==> src/rtl/cim_ctrl_if.sv <==
// cim_ctrl_if: host command and result handshake bundle for cim_ctrl.
interface cim_ctrl_if;
  logic         cmd_valid;
  logic         cmd_ready;
  logic [1:0]   cmd_op;
  logic [7:0]   cmd_addr;
  logic [31:0]  cmd_data;
  logic [15:0]  cmd_sel;
  logic         cmd_model;
  logic [3:0]   cmd_nbits;
  logic         res_valid;
  logic         res_ready;
  logic [191:0] res_data;
  modport master (
    output cmd_valid, cmd_op, cmd_addr, cmd_data, cmd_sel, cmd_model, cmd_nbits, res_ready,
    input  cmd_ready, res_valid, res_data
  );
  modport slave (
    input  cmd_valid, cmd_op, cmd_addr, cmd_data, cmd_sel, cmd_model, cmd_nbits, res_ready,
    output cmd_ready, res_valid, res_data
  );
endinterface

==> src/rtl/cim_ctrl.sv <==
// cim_ctrl: sequences WRITE/COMPUTE/CLEAR commands onto a compute-in-memory macro.
// Define CIM_CTRL_ACC_EN to accumulate results per 16-bit lane and enable CLEAR.
module cim_ctrl (
  input  logic          clk,
  input  logic          rst,
  cim_ctrl_if.slave     bus,
  output logic [7:0]    cim_a,
  output logic [31:0]   cim_d,
  output logic [15:0]   cim_sel_array,
  output logic          cim_model,
  output logic          cim_wrt,
  output logic          cim_col_en,
  output logic          cim_set,
  output logic          cim_comp,
  output logic          cim_inbit,
  output logic          cim_reg_en,
  output logic          cim_wait,
  input  logic [191:0]  cim_q
);
  typedef enum logic [2:0] {IDLE, WRITE, SET, BIT, DRAIN, CAPTURE, RESP} state_t;
  state_t state, state_nx;
  logic [3:0]   nbits, cnt;
  logic         drain, accept;
  logic [191:0] res_q, res_nx;
  assign accept        = bus.cmd_valid & bus.cmd_ready;
  assign bus.cmd_ready = state == IDLE;
  assign bus.res_valid = state == RESP;
  assign bus.res_data  = res_q;
  assign cim_wrt       = state == WRITE;
  assign cim_col_en    = state == WRITE;
  assign cim_set       = state == SET;
  assign cim_reg_en    = state == BIT;
  assign cim_comp      = state == BIT || state == DRAIN;
  assign cim_wait      = state == DRAIN;
  assign cim_inbit     = state == BIT && cim_d[{1'b0, cnt}];
`ifdef CIM_CTRL_ACC_EN
  always_comb begin
    res_nx = '0;
    for (int i = 0; i < 12; i++) res_nx[i*16 +: 16] = res_q[i*16 +: 16] + cim_q[i*16 +: 16];
  end
`else
  assign res_nx = cim_q;
`endif
  always_comb begin
    state_nx = state;
    case (state)
      IDLE:    state_nx = !accept ? IDLE : bus.cmd_op == 2'b00 ? WRITE : bus.cmd_op == 2'b01 ? SET : IDLE;
      WRITE:   state_nx = IDLE;
      SET:     state_nx = BIT;
      BIT:     state_nx = cnt == nbits - 4'd1 ? DRAIN : BIT;
      DRAIN:   state_nx = drain ? CAPTURE : DRAIN;
      CAPTURE: state_nx = RESP;
      RESP:    state_nx = bus.res_ready ? IDLE : RESP;
      default: state_nx = IDLE;
    endcase
  end
  // nbits of 0 wraps nbits-1 to 15, giving the 16-bit case for free
  always_ff @(posedge clk or posedge rst) begin
    if (rst) begin
      state         <= IDLE;
      cnt           <= '0;
      drain         <= 1'b0;
      nbits         <= '0;
      cim_a         <= '0;
      cim_d         <= '0;
      cim_sel_array <= '0;
      cim_model     <= 1'b0;
      res_q         <= '0;
    end else begin
      state <= state_nx;
      cnt   <= (state == BIT && cnt != nbits - 4'd1) ? cnt + 4'd1 : 4'd0;
      drain <= state == DRAIN && !drain;
      if (accept) begin
        cim_a         <= bus.cmd_addr;
        cim_d         <= bus.cmd_data;
        cim_sel_array <= bus.cmd_sel;
        cim_model     <= bus.cmd_model;
        nbits         <= bus.cmd_nbits;
      end
      if (state == CAPTURE) res_q <= res_nx;
`ifdef CIM_CTRL_ACC_EN
      if (accept && bus.cmd_op == 2'b11) res_q <= '0;
`endif
    end
  end
endmodule

==> src/flat_wrapper.sv <==
// flat-port wrapper written by rule: the top's interface ports become plain ports
module cim_ctrl_flat 
  (clk, rst, cim_a, cim_d, cim_sel_array, cim_model, cim_wrt, cim_col_en, cim_set, cim_comp, cim_inbit, cim_reg_en, cim_wait, cim_q, bus_cmd_valid, bus_cmd_op, bus_cmd_addr, bus_cmd_data, bus_cmd_sel, bus_cmd_model, bus_cmd_nbits, bus_res_ready, bus_cmd_ready, bus_res_valid, bus_res_data);
  cim_ctrl_if bus_i ();
  input  logic clk;
  input  logic rst;
  output logic [7:0] cim_a;
  output logic [31:0] cim_d;
  output logic [15:0] cim_sel_array;
  output logic cim_model;
  output logic cim_wrt;
  output logic cim_col_en;
  output logic cim_set;
  output logic cim_comp;
  output logic cim_inbit;
  output logic cim_reg_en;
  output logic cim_wait;
  input  logic [191:0] cim_q;
  input wire logic [$bits(bus_i.cmd_valid)-1:0] bus_cmd_valid;
  input wire logic [$bits(bus_i.cmd_op)-1:0] bus_cmd_op;
  input wire logic [$bits(bus_i.cmd_addr)-1:0] bus_cmd_addr;
  input wire logic [$bits(bus_i.cmd_data)-1:0] bus_cmd_data;
  input wire logic [$bits(bus_i.cmd_sel)-1:0] bus_cmd_sel;
  input wire logic [$bits(bus_i.cmd_model)-1:0] bus_cmd_model;
  input wire logic [$bits(bus_i.cmd_nbits)-1:0] bus_cmd_nbits;
  input wire logic [$bits(bus_i.res_ready)-1:0] bus_res_ready;
  output wire logic [$bits(bus_i.cmd_ready)-1:0] bus_cmd_ready;
  output wire logic [$bits(bus_i.res_valid)-1:0] bus_res_valid;
  output wire logic [$bits(bus_i.res_data)-1:0] bus_res_data;
  assign bus_i.cmd_valid = bus_cmd_valid;
  assign bus_i.cmd_op = bus_cmd_op;
  assign bus_i.cmd_addr = bus_cmd_addr;
  assign bus_i.cmd_data = bus_cmd_data;
  assign bus_i.cmd_sel = bus_cmd_sel;
  assign bus_i.cmd_model = bus_cmd_model;
  assign bus_i.cmd_nbits = bus_cmd_nbits;
  assign bus_i.res_ready = bus_res_ready;
  assign bus_cmd_ready = bus_i.cmd_ready;
  assign bus_res_valid = bus_i.res_valid;
  assign bus_res_data = bus_i.res_data;
  cim_ctrl u_core (.clk(clk), .rst(rst), .bus(bus_i), .cim_a(cim_a), .cim_d(cim_d), .cim_sel_array(cim_sel_array), .cim_model(cim_model), .cim_wrt(cim_wrt), .cim_col_en(cim_col_en), .cim_set(cim_set), .cim_comp(cim_comp), .cim_inbit(cim_inbit), .cim_reg_en(cim_reg_en), .cim_wait(cim_wait), .cim_q(cim_q));
endmodule
==> config.mk <==
export PLATFORM = sky130hd
export DESIGN_NAME = cim_ctrl_flat
export DESIGN_NICKNAME = d
export VERILOG_FILES = /design/src/rtl/cim_ctrl_if.sv /design/src/rtl/cim_ctrl.sv /design/src/flat_wrapper.sv
export SDC_FILE = /design/constraint.sdc
export NUM_CORES = 1
export LEC_CHECK = 0
export CAP_MARGIN = 10
export CORE_AREA = 2 2 198 200
export CTS_CLUSTER_SIZE = 25
export DETAILED_ROUTE_END_ITERATION = 10
export DIE_AREA = 0 0 200 202
export PLACE_DENSITY = 0.65
export SLEW_MARGIN = 20
export SYNTH_ARGS = -nofsm -noshare
export SYNTH_HDL_FRONTEND = slang
export SYNTH_SLANG_ARGS = --single-unit
==> constraint.sdc <==
create_clock -name clk -period 10.1 [get_ports clk]
set_input_delay 1.515 -clock clk [delete_from_list [all_inputs] [get_ports clk]]
set_output_delay 1.515 -clock clk [all_outputs]
set_load 0.05 [all_outputs]
==> results of run 1 <==
[how the worst min path moves through the flow]
stage / slack, ns / start / end / cells past startpoint
floorplan: 0.40 / u_core.drain / u_core.drain / 1
global placement: 0.41 / u_core.drain / u_core.drain / 1
detailed placement: 0.42 / u_core.drain / u_core.drain / 1
CTS: 0.43 / u_core.drain / u_core.drain / 1
global route: 0.45 / u_core.drain / u_core.drain / 1
finish: 0.43 / u_core.drain / u_core.drain / 1
[cell type report]
cell class | count | area (um2)
Clock inverter | 9 | 109
Fill cell | 3665 | 21600
Inverter | 4 | 22.5
Sequential cell | 261 | 6530
Clock buffer | 42 | 885
Tap cell | 518 | 648
Timing Repair Buffer | 524 | 5240
Multi-Input combinational cell | 767 | 3280
[report_power, final]
| part | leakage, nW | switching, mW | internal, mW | total [mW] |
|---|---|---|---|---|
| Clock | 0.480 | 0.426 | 0.655 | 1.08 |
| Sequential | 2.80 | 0.276 | 1.52 | 1.79 |
| Combinational | 4.29 | 2.34 | 1.13 | 3.47 |
| Total | 7.57 | 3.04 | 3.30 | 6.34 |
[placed cells by master (no fill, tap or decap), drive strengths merged, types with 3 or more instances in the layout]
cell / netlist / routed
buf: 11 / 8
clkbuf: 48 / 42
clkdlybuf4s50: 0 / 516
clkinv: 0 / 3
clkinvlp: 0 / 4
dfrtp: 261 / 261
inv: 4 / 4
mux2: 18 / 18
mux4: 5 / 5
nand2: 703 / 703
nor2: 6 / 6
nor3b: 3 / 3
o21ai: 5 / 5
xnor2: 3 / 3
xor2: 3 / 3
[flip-flops by register name (all words and copies together) (netlist names)]
name                  cells
u_core.cim_model          1
u_core.cnt                4
u_core.cim_sel_array     16
u_core.bus.res_data     192
u_core.cim_a              8
u_core.cim_d             32
u_core.state              3
u_core.nbits              4
u_core.drain              1
[through the flow]
step,instance area [um2],power [mW]
floorplan,10000,4.02
detailed placement,15700,5.30
global placement,15700,5.25
finish,16700,6.34
global route,16700,6.68
CTS,16700,6.42
[synthesized netlist by cell type, drive strengths merged (3+ instances only)]
master  count
clkbuf     48
buf        11
nand2     703
dfrtp     261
nor3b       3
xor2        3
xnor2       3
mux2       18
o21ai       5
inv         4
nor2        6
mux4        5
[per-layer routing]
metal  share of wire (%)  global-route usage (%)  wire, um
met1                  39                    17.9     12600
met2                  49                    26.9     15800
met3                 9.5                    4.76      3090
met4                 2.9                    5.61       953
met5                   0                       0         0
[critical path: stages, from the launching register on]
cell and delay (ns):
dfrtp_1 0.54, mux4_1 0.63, mux4_2 0.48, and2_1 0.17, clkdlybuf4s50_1 0.72
[kinds of logic (layout without fill, tap and decap cells)]
family | Yosys count | count (layout) | share of synthesized area [%]
compound gates | 11 | 11 | 0.672
fa+ha+maj | 2 | 2 | 0.249
xor+xnor | 7 | 7 | 0.747
flops | 261 | 261 | 65.0
buf+inv | 63 | 579 | 2.56
simple gates | 724 | 724 | 27.5
mux | 23 | 23 | 3.29
==> metrics.md, run 1 <==
| Metric | Value |
|---|---|
| Outcome | `completed` |
| Pre-antenna DRT Iters | `4` |
| Final worst setup slack | `5.50 ns` |
| Inst Count DP | `2074` |
| GRT Util Overall | `15.5%` |
| Min-delay worst type | `register to register` |
| Layout cells sized above 1 | `5.04%` |
| Slew Limit Headroom | `26.0%` |
| GRT Residual Overflow | `0` |
| Seq cells post-synth | `261` |
| Asr flop ratio synth | `100%` |
| # setup viols final | `0` |
| CP endpoint | `cim_inbit` |
| Starting density of the core | `26.2%` |
| Initial antenna violation count | `0` |
| Clock Path Buffers | `3` |
| First-pass GRT wire length | `49.5 mm` |
| Worst hold margin | `0.429 ns` |
| Post-place setup slack | `6.04 ns` |
| Port Buffer Count | `516` |
| Antenna Cells | `0` |
| Synth area leaders | `dfrtp_1 (65%), nand2_1 (26%), mux2_2 (2.0%), clkbuf_1 (1.8%), mux4_1 (1.0%)` |
| Final HPWL DP | `23.0 mm` |
| H-tree lvl count | `1` |
| Mean post-synth cell area | `9.21 um2` |
| Post-synthesis net count | `1352` |
| Clock slew at reported path FFs | `0.06 ns` |
| Synth Warn # | `0` |
| Critical Path RT | `8.59 ns` |
| Maximum vdd ir drop | `0.252 mV` |
| Main synth FF type | `dfrtp_1` |
| TritonCTS clock tree | `yes` |
| RSZ-0062 raised after global routing | `no` |
| Die Width | `200 um` |
| Vias | `8863` |
| FP Rows | `72` |
| Via-per-instance ratio | `4.17` |
| Largest area contributor in the netlist | `dfrtp_1` |
| Setup TNS | `0 ns` |
| Post-synthesis cell area | `10000 um2` |
| Core Area | `38300 um2` |
| Final period util | `45.5%` |
| Worst r2r src | `u_core.state[0]` |
| Cell variety after synth | `30` |
| R2R Setup Slk | `6.99 ns` |
| Worst Path Arrival | `3.09 ns` |
| I/O Pins | `517` |
| Fin cells | `2125` |
| Die height | `202 um` |
| Share of the synthesized area in the top cell type | `65.0%` |
| Largest net degree at the start of global routing | `195` |
| Total Wirelength | `32.4 mm` |
| Startpoint types | `register` |
| Pwr dens | `380 nW/um2` |
| Final Hold Fails | `0` |
| CTS Sinks | `261` |
| R2R depth | `6` |
| Setup crit end kind | `output pin` |
| CP Launch Point | `u_core.cnt[0]` |
| Syn Inst Count | `1091` |
| Cell leakage power | `7.57 nW` |
| Placer Congestion | `0.821` |
| WS Path Type | `register to output pin` |
| Final Max Slew Viols | `0` |
| Reg2Reg Capture Point | `u_core.bus.res_data[8]` |
| Area delta synth->final | `66.3%` |
| Hold Buf Count CTS | `0` |
| Sequential-to-total area share from yosys stat | `65.0%` |
| Post-CTS setup buffers | `0` |
| Setup Skew | `0.0116 ns` |
| Resized Gates After CTS | `0` |
| Initial DRC Count | `407` |
| Vias in the first global route | `8982` |
| Fin nets | `1848` |
| Number of remaining DRC errors | `0` |
| Actual slew at the worst max-slew pin | `1.11 ns` |
| Final ANT Viol Nets | `0` |
| Clock root buffer | `clkbuf_16` |
| Clock Latency Late Sink | `0.54 ns` |
| CTS Buf Count | `29` |
| Avg WL per Cell | `15.3 um` |
| Critical Path Fanout Max | `8` |
| Die ar. | `40400 um2` |
| Final Util | `43.6%` |
| Number of synthesized flops with an enable pin | `0` |
| Max Fclk | `217 MHz` |
| Maxcap violations | `0` |
| Final min period | `4.60 ns` |
Note: power is estimated with default switching activity, not from simulation.
==> run 2: changes to the inputs <==
==> constraint.sdc (replaced) <==
create_clock -name clk -period 4.37 [get_ports clk]
set_input_delay 0.6555 -clock clk [delete_from_list [all_inputs] [get_ports clk]]
set_output_delay 0.6555 -clock clk [all_outputs]
set_load 0.05 [all_outputs]
==> run 2 against run 1 <==
Against the previous run: clock skew fell by 0.0019 ns; routed wire length rose by 2.4%; clock-buffer cell count rose by 3; critical path type unchanged; total power rose by 130%; critical endpoint unchanged.
==> metrics.md, run 2 (synthesized netlist as in run 1, its figures left out) <==
| Metric | Value |
|---|---|
| Hold depth | `1 (unchanged)` |
| Clock slew at reported path FFs | `0.06 ns (about the same)` |
| Pre-antenna DRT Iters | `5 (+1)` |
| Core Area | `38300 um2 (unchanged)` |
| Setup Skew | `0.00971 ns (-0.00188 ns)` |
| Total Wirelength | `33.2 mm (+2.4%)` |
| Resized Gates After CTS | `0 (unchanged)` |
| Max reg flops | `192 (unchanged)` |
| Slew Limit Headroom | `54.4% (+28 points)` |
| Most common cell after layout, fill and taps aside | `nand2_1` |
| Layout cells sized above 1 | `5.33% (+0.29 points)` |
| Vias in the first global route | `9180 (+2.2%)` |
| Post-CTS setup buffers | `0 (unchanged)` |
| Via-per-instance ratio | `4.12 (-1.2%)` |
| Min-delay worst type | `register to register` |
| Placer Congestion | `0.800 (-2.6%)` |
| GRT Residual Overflow | `0 (unchanged)` |
| # setup viols final | `0 (unchanged)` |
| CP max stage cell | `clkdlybuf4s50_1` |
| Initial antenna violation count | `2 (+2)` |
| Fillers | `3684 (+0.52%)` |
| First-pass GRT wire length | `51.3 mm (+3.8%)` |
| Cell leakage power | `7.62 nW (+0.63%)` |
| Starting density of the core | `26.2% (unchanged)` |
| Final Hold Fails | `0 (unchanged)` |
| Maxcap violations | `0 (unchanged)` |
| Final ANT Viol Nets | `0 (unchanged)` |
| Design Power | `14.6 mW (+130%)` |
| Die Width | `200 um (unchanged)` |
| Final min period | `3.77 ns` |
| Setup crit end kind | `output pin` |
| Actual slew at the worst max-slew pin | `0.683 ns (-0.426 ns)` |
| Die height | `202 um (unchanged)` |
| H-tree lvl count | `1 (unchanged)` |
| Hold Buf Count CTS | `0 (unchanged)` |
| Clock root buffer | `clkbuf_16` |
| Worst Path Arrival | `3.11 ns (+0.02 ns)` |
| Outcome | `completed` |
| FP Rows | `72 (unchanged)` |
| Startpoint types | `register` |
| Worst hold margin | `0.430 ns (+0.00138 ns)` |
| I/O Pins | `517 (unchanged)` |
| Setup TNS | `0 ns (unchanged)` |
| Final HPWL DP | `24.3 mm (+5.7%)` |
| GRT Util Overall | `16.1% (+0.58 points)` |
| Max Fclk | `266 MHz` |
| Avg WL per Cell | `15.6 um (+2.1%)` |
| Clock Latency Late Sink | `0.55 ns (about the same)` |
| Worst path max stage delay | `0.70 ns (-0.02 ns)` |
| R2R depth | `6 (unchanged)` |
| Final Max Slew Viols | `0 (unchanged)` |
| Critical Path RT | `3.71 ns (-4.88 ns)` |
| Number of remaining DRC errors | `0 (unchanged)` |
| RSZ-0062 raised after global routing | `no` |
| Initial DRC Count | `375 (-7.9%)` |
| Maximum vdd ir drop | `0.507 mV (+100%)` |
| Final period util | `86.2%` |
| Critical Path Fanout Max | `8 (unchanged)` |
| TritonCTS clock tree | `yes` |
| Clock Path Buffers | `3 (unchanged)` |
| WS Path Type | `register to output pin` |
| Die ar. | `40400 um2 (unchanged)` |
| Port Buffer Count | `516 (unchanged)` |
| Commonest non-fill, non-tap cells in the layout | `nand2_1 (703), clkdlybuf4s50_1 (516), dfrtp_1 (261)` |
| CTS Buf Count | `31 (+6.9%)` |
| Area delta synth->final | `67.0%` |
| Vias | `8787 (-0.86%)` |
| Pwr dens | `873 nW/um2 (+130%)` |
| Inst Count DP | `2078 (+0.19%)` |
| CTS Sinks | `261 (unchanged)` |
| Crit-path cells | `mux4_1 -> mux4_2 -> and2_1 -> clkdlybuf4s50_1` |
| Fin cells | `2133 (+0.38%)` |
| Largest net degree at the start of global routing | `118 (-39%)` |
| Fin nets | `1854 (+0.32%)` |
## run 2: changes by cell type in the layout (fill, tap and decap cells not counted), sizes merged
cell	change
clkinv	+5
clkinvlp	-3
diode	+1
bufinv	-2
clkbuf	+3
buf	+4
## run 2: critical path: cells and delay by family, from the launching register on
| kind | cells | cell delay [ns] |
|---|---|---|
| multiplexers | 2 | 1.10 |
| buffers and inverters | 1 | 0.70 |
| flip-flops | 1 | 0.56 |
| AND/OR/NAND/NOR | 1 | 0.20 |
## run 2: metal layers
layer  GRT usage, %  up-vias  routed length, um
met3           4.44       54               2950
met5              0        -                 13
met1           19.2     4079              13300
li1               -     4330                  -
met4           5.53        2                887
met2           27.6      322              16000
## run 2: power breakdown
| group | switching, mW | internal (mW) | total, mW |
|---|---|---|---|
| clock | 1.00 | 1.46 | 2.46 |
| sequential | 0.628 | 3.51 | 4.13 |
| combinational | 5.42 | 2.63 | 8.05 |
## run 2: path summary, 6_finish.rpt
check	start	endpoint	slack, ns
min	u_core.drain	u_core.drain	0.43
min reg2reg	u_core.drain	u_core.drain	0.43
min in group asynchronous	rst	u_core.bus.res_data[39]	0.63
max	u_core.cnt[0]	cim_inbit	0.60
max reg2reg	u_core.nbits[0]	u_core.state[0]	2.43
max in group asynchronous	rst	u_core.bus.res_data[111]	3.16
## run 2: per-stage QoR
step	util [%]	setup slack (ns)	area, um2
3_3_place_gp	41.2	1.17	15800
6_report	43.8	0.604	16800
2_1_floorplan	-	0.273	10100
4_1_cts	43.8	0.560	16800
3_5_place_dp	41.2	1.17	15800
5_1_grt	43.8	0.520	16800
## run 2: final cells by class
cell class | instances | area (um2) | share of cell area [%]
multi-input cells | 767 | 3280 | 19.5
diodes | 1 | 2.50 | 0.0149
repair buffers | 528 | 5320 | 31.7
well taps | 518 | 648 | 3.86
clock buffers | 45 | 928 | 5.53
flip-flops and latches | 261 | 6530 | 38.9
clock inverters | 9 | 56.3 | 0.336
inverters | 4 | 18.8 | 0.112
==> RTL edit: new RTL, flow settings as in run 1 <==
Build with the macro `CIM_CTRL_ACC_EN` defined.
--- a/src/rtl/cim_ctrl.sv
+++ b/src/rtl/cim_ctrl.sv
@@ -1,4 +1,6 @@
 // cim_ctrl: sequences WRITE/COMPUTE/CLEAR commands onto a compute-in-memory macro.
 // Define CIM_CTRL_ACC_EN to accumulate results per 16-bit lane and enable CLEAR.
+`define CIM_CTRL_ACC_EN
+
 module cim_ctrl (
   input  logic          clk,
Function: changed (a bounded check fails within 10 cycles, from zero or initial values and one cycle with rst high).
==> RTL edit against run 1 <==
  * Via count rose by 77%
  * Sequential cell count unchanged
  * Clock skew decreased by 0.0025 ns
  * Total power grew 23%
  * Count of clock-buffer cells in the layout grew 10
  * Setup slack better by 0.055 ns
  * Final area rose by 45%
  * Routed wire length up 76%
  * Core utilization grew 20 points
  * Register-to-register slack worse by 0.04 ns
  * Critical path depth is the same
  * Final cell count increased by 37%
  * Synthesized area grew 73%
  * Critical path type unchanged
  * Critical endpoint unchanged
  * Largest power group unchanged
  * Highest routed layer is now met5
==> RTL edit: results (changes against run 1) <==
[status]
status = complete, no violations

[layout]
drive_gt1_share_pct = 6.17  ; +1.1 points
inverters = 81  ; +77
buffer_area_share_pct = 21.5  ; -9.8 points
num-fill-cells = 3297  ; -10%
multi_input_area_um2 = 10400  ; +220%
nClkBuffers = 52  ; +24%

[clocking]
htreeDepth = 2  ; +1
cts_buffers = 34  ; +17%

[critical_path]
ff2ff_setup_slack_ns = 6.95  ; -0.04 ns
r2r_cells = 7  ; +1

[sta]
worst_slew_pin_slew_ns = 1.02  ; -0.0904 ns
whs_ns = 0.440  ; +0.0116 ns
finClkSkew_ns = 0.00914  ; -0.00245 ns
final.min_clock_period_ns = 4.55  ; -0.0546 ns

[synthesis]
ys_types = 58  ; +93%
syn_area_per_cell_um2 = 9.39  ; +2.0%
yosys.area_share.xor_xnor_pct = 7.99  ; +7.2 points
synth_nets = 2309  ; +71%

[drt]
dr.pass1.iters = 7  ; +3
via_per_inst = 5.40  ; +29%

[power_and_ir_drop]
power.internal_mw = 4.03  ; +22%
p_sw_mw = 3.78  ; +24%
ir_drop_v = 0.000236  ; -6.2%

[placed_design]
dp_hpwl_um = 43800  ; +91%
place_congestion = 0.894  ; +8.8%
place_ws_ns = 5.56  ; -0.475 ns

[global_routing]
grt_pass1_wl_um = 87200  ; +76%

RTL edit: cell count changes after synthesis, moves of 41 or more:
cell | before | now
nand2_1 | 703 | 246
o21ai_0 | 5 | 189
ha_1 | 2 | 182
a21oi_1 | 2 | 155
xor2_1 | 3 | 101
inv_1 | 4 | 81
nor2_1 | 6 | 65
xnor2_1 | 3 | 58
a21o_1 | 0 | 49
mux2_2 | 18 | 59
RTL edit: metal layers:
metal	GRT usage [%]	routed length [µm]	vias up
met5	0	138	-
met4	11.4	2210	22
met3	8.98	5060	120
met2	46.9	27200	464
met1	32.8	22400	7420
li1	-	-	7643
RTL edit: worst register-to-register path, cell delays in order (launching register included):
cell     delay (ns)
dfrtp_1        0.51
nor2_1         0.12
nand4_1        0.13
a21o_4         0.30
buf_4          0.81
buf_4          0.88
a21oi_1        0.17
o21ai_2        0.17
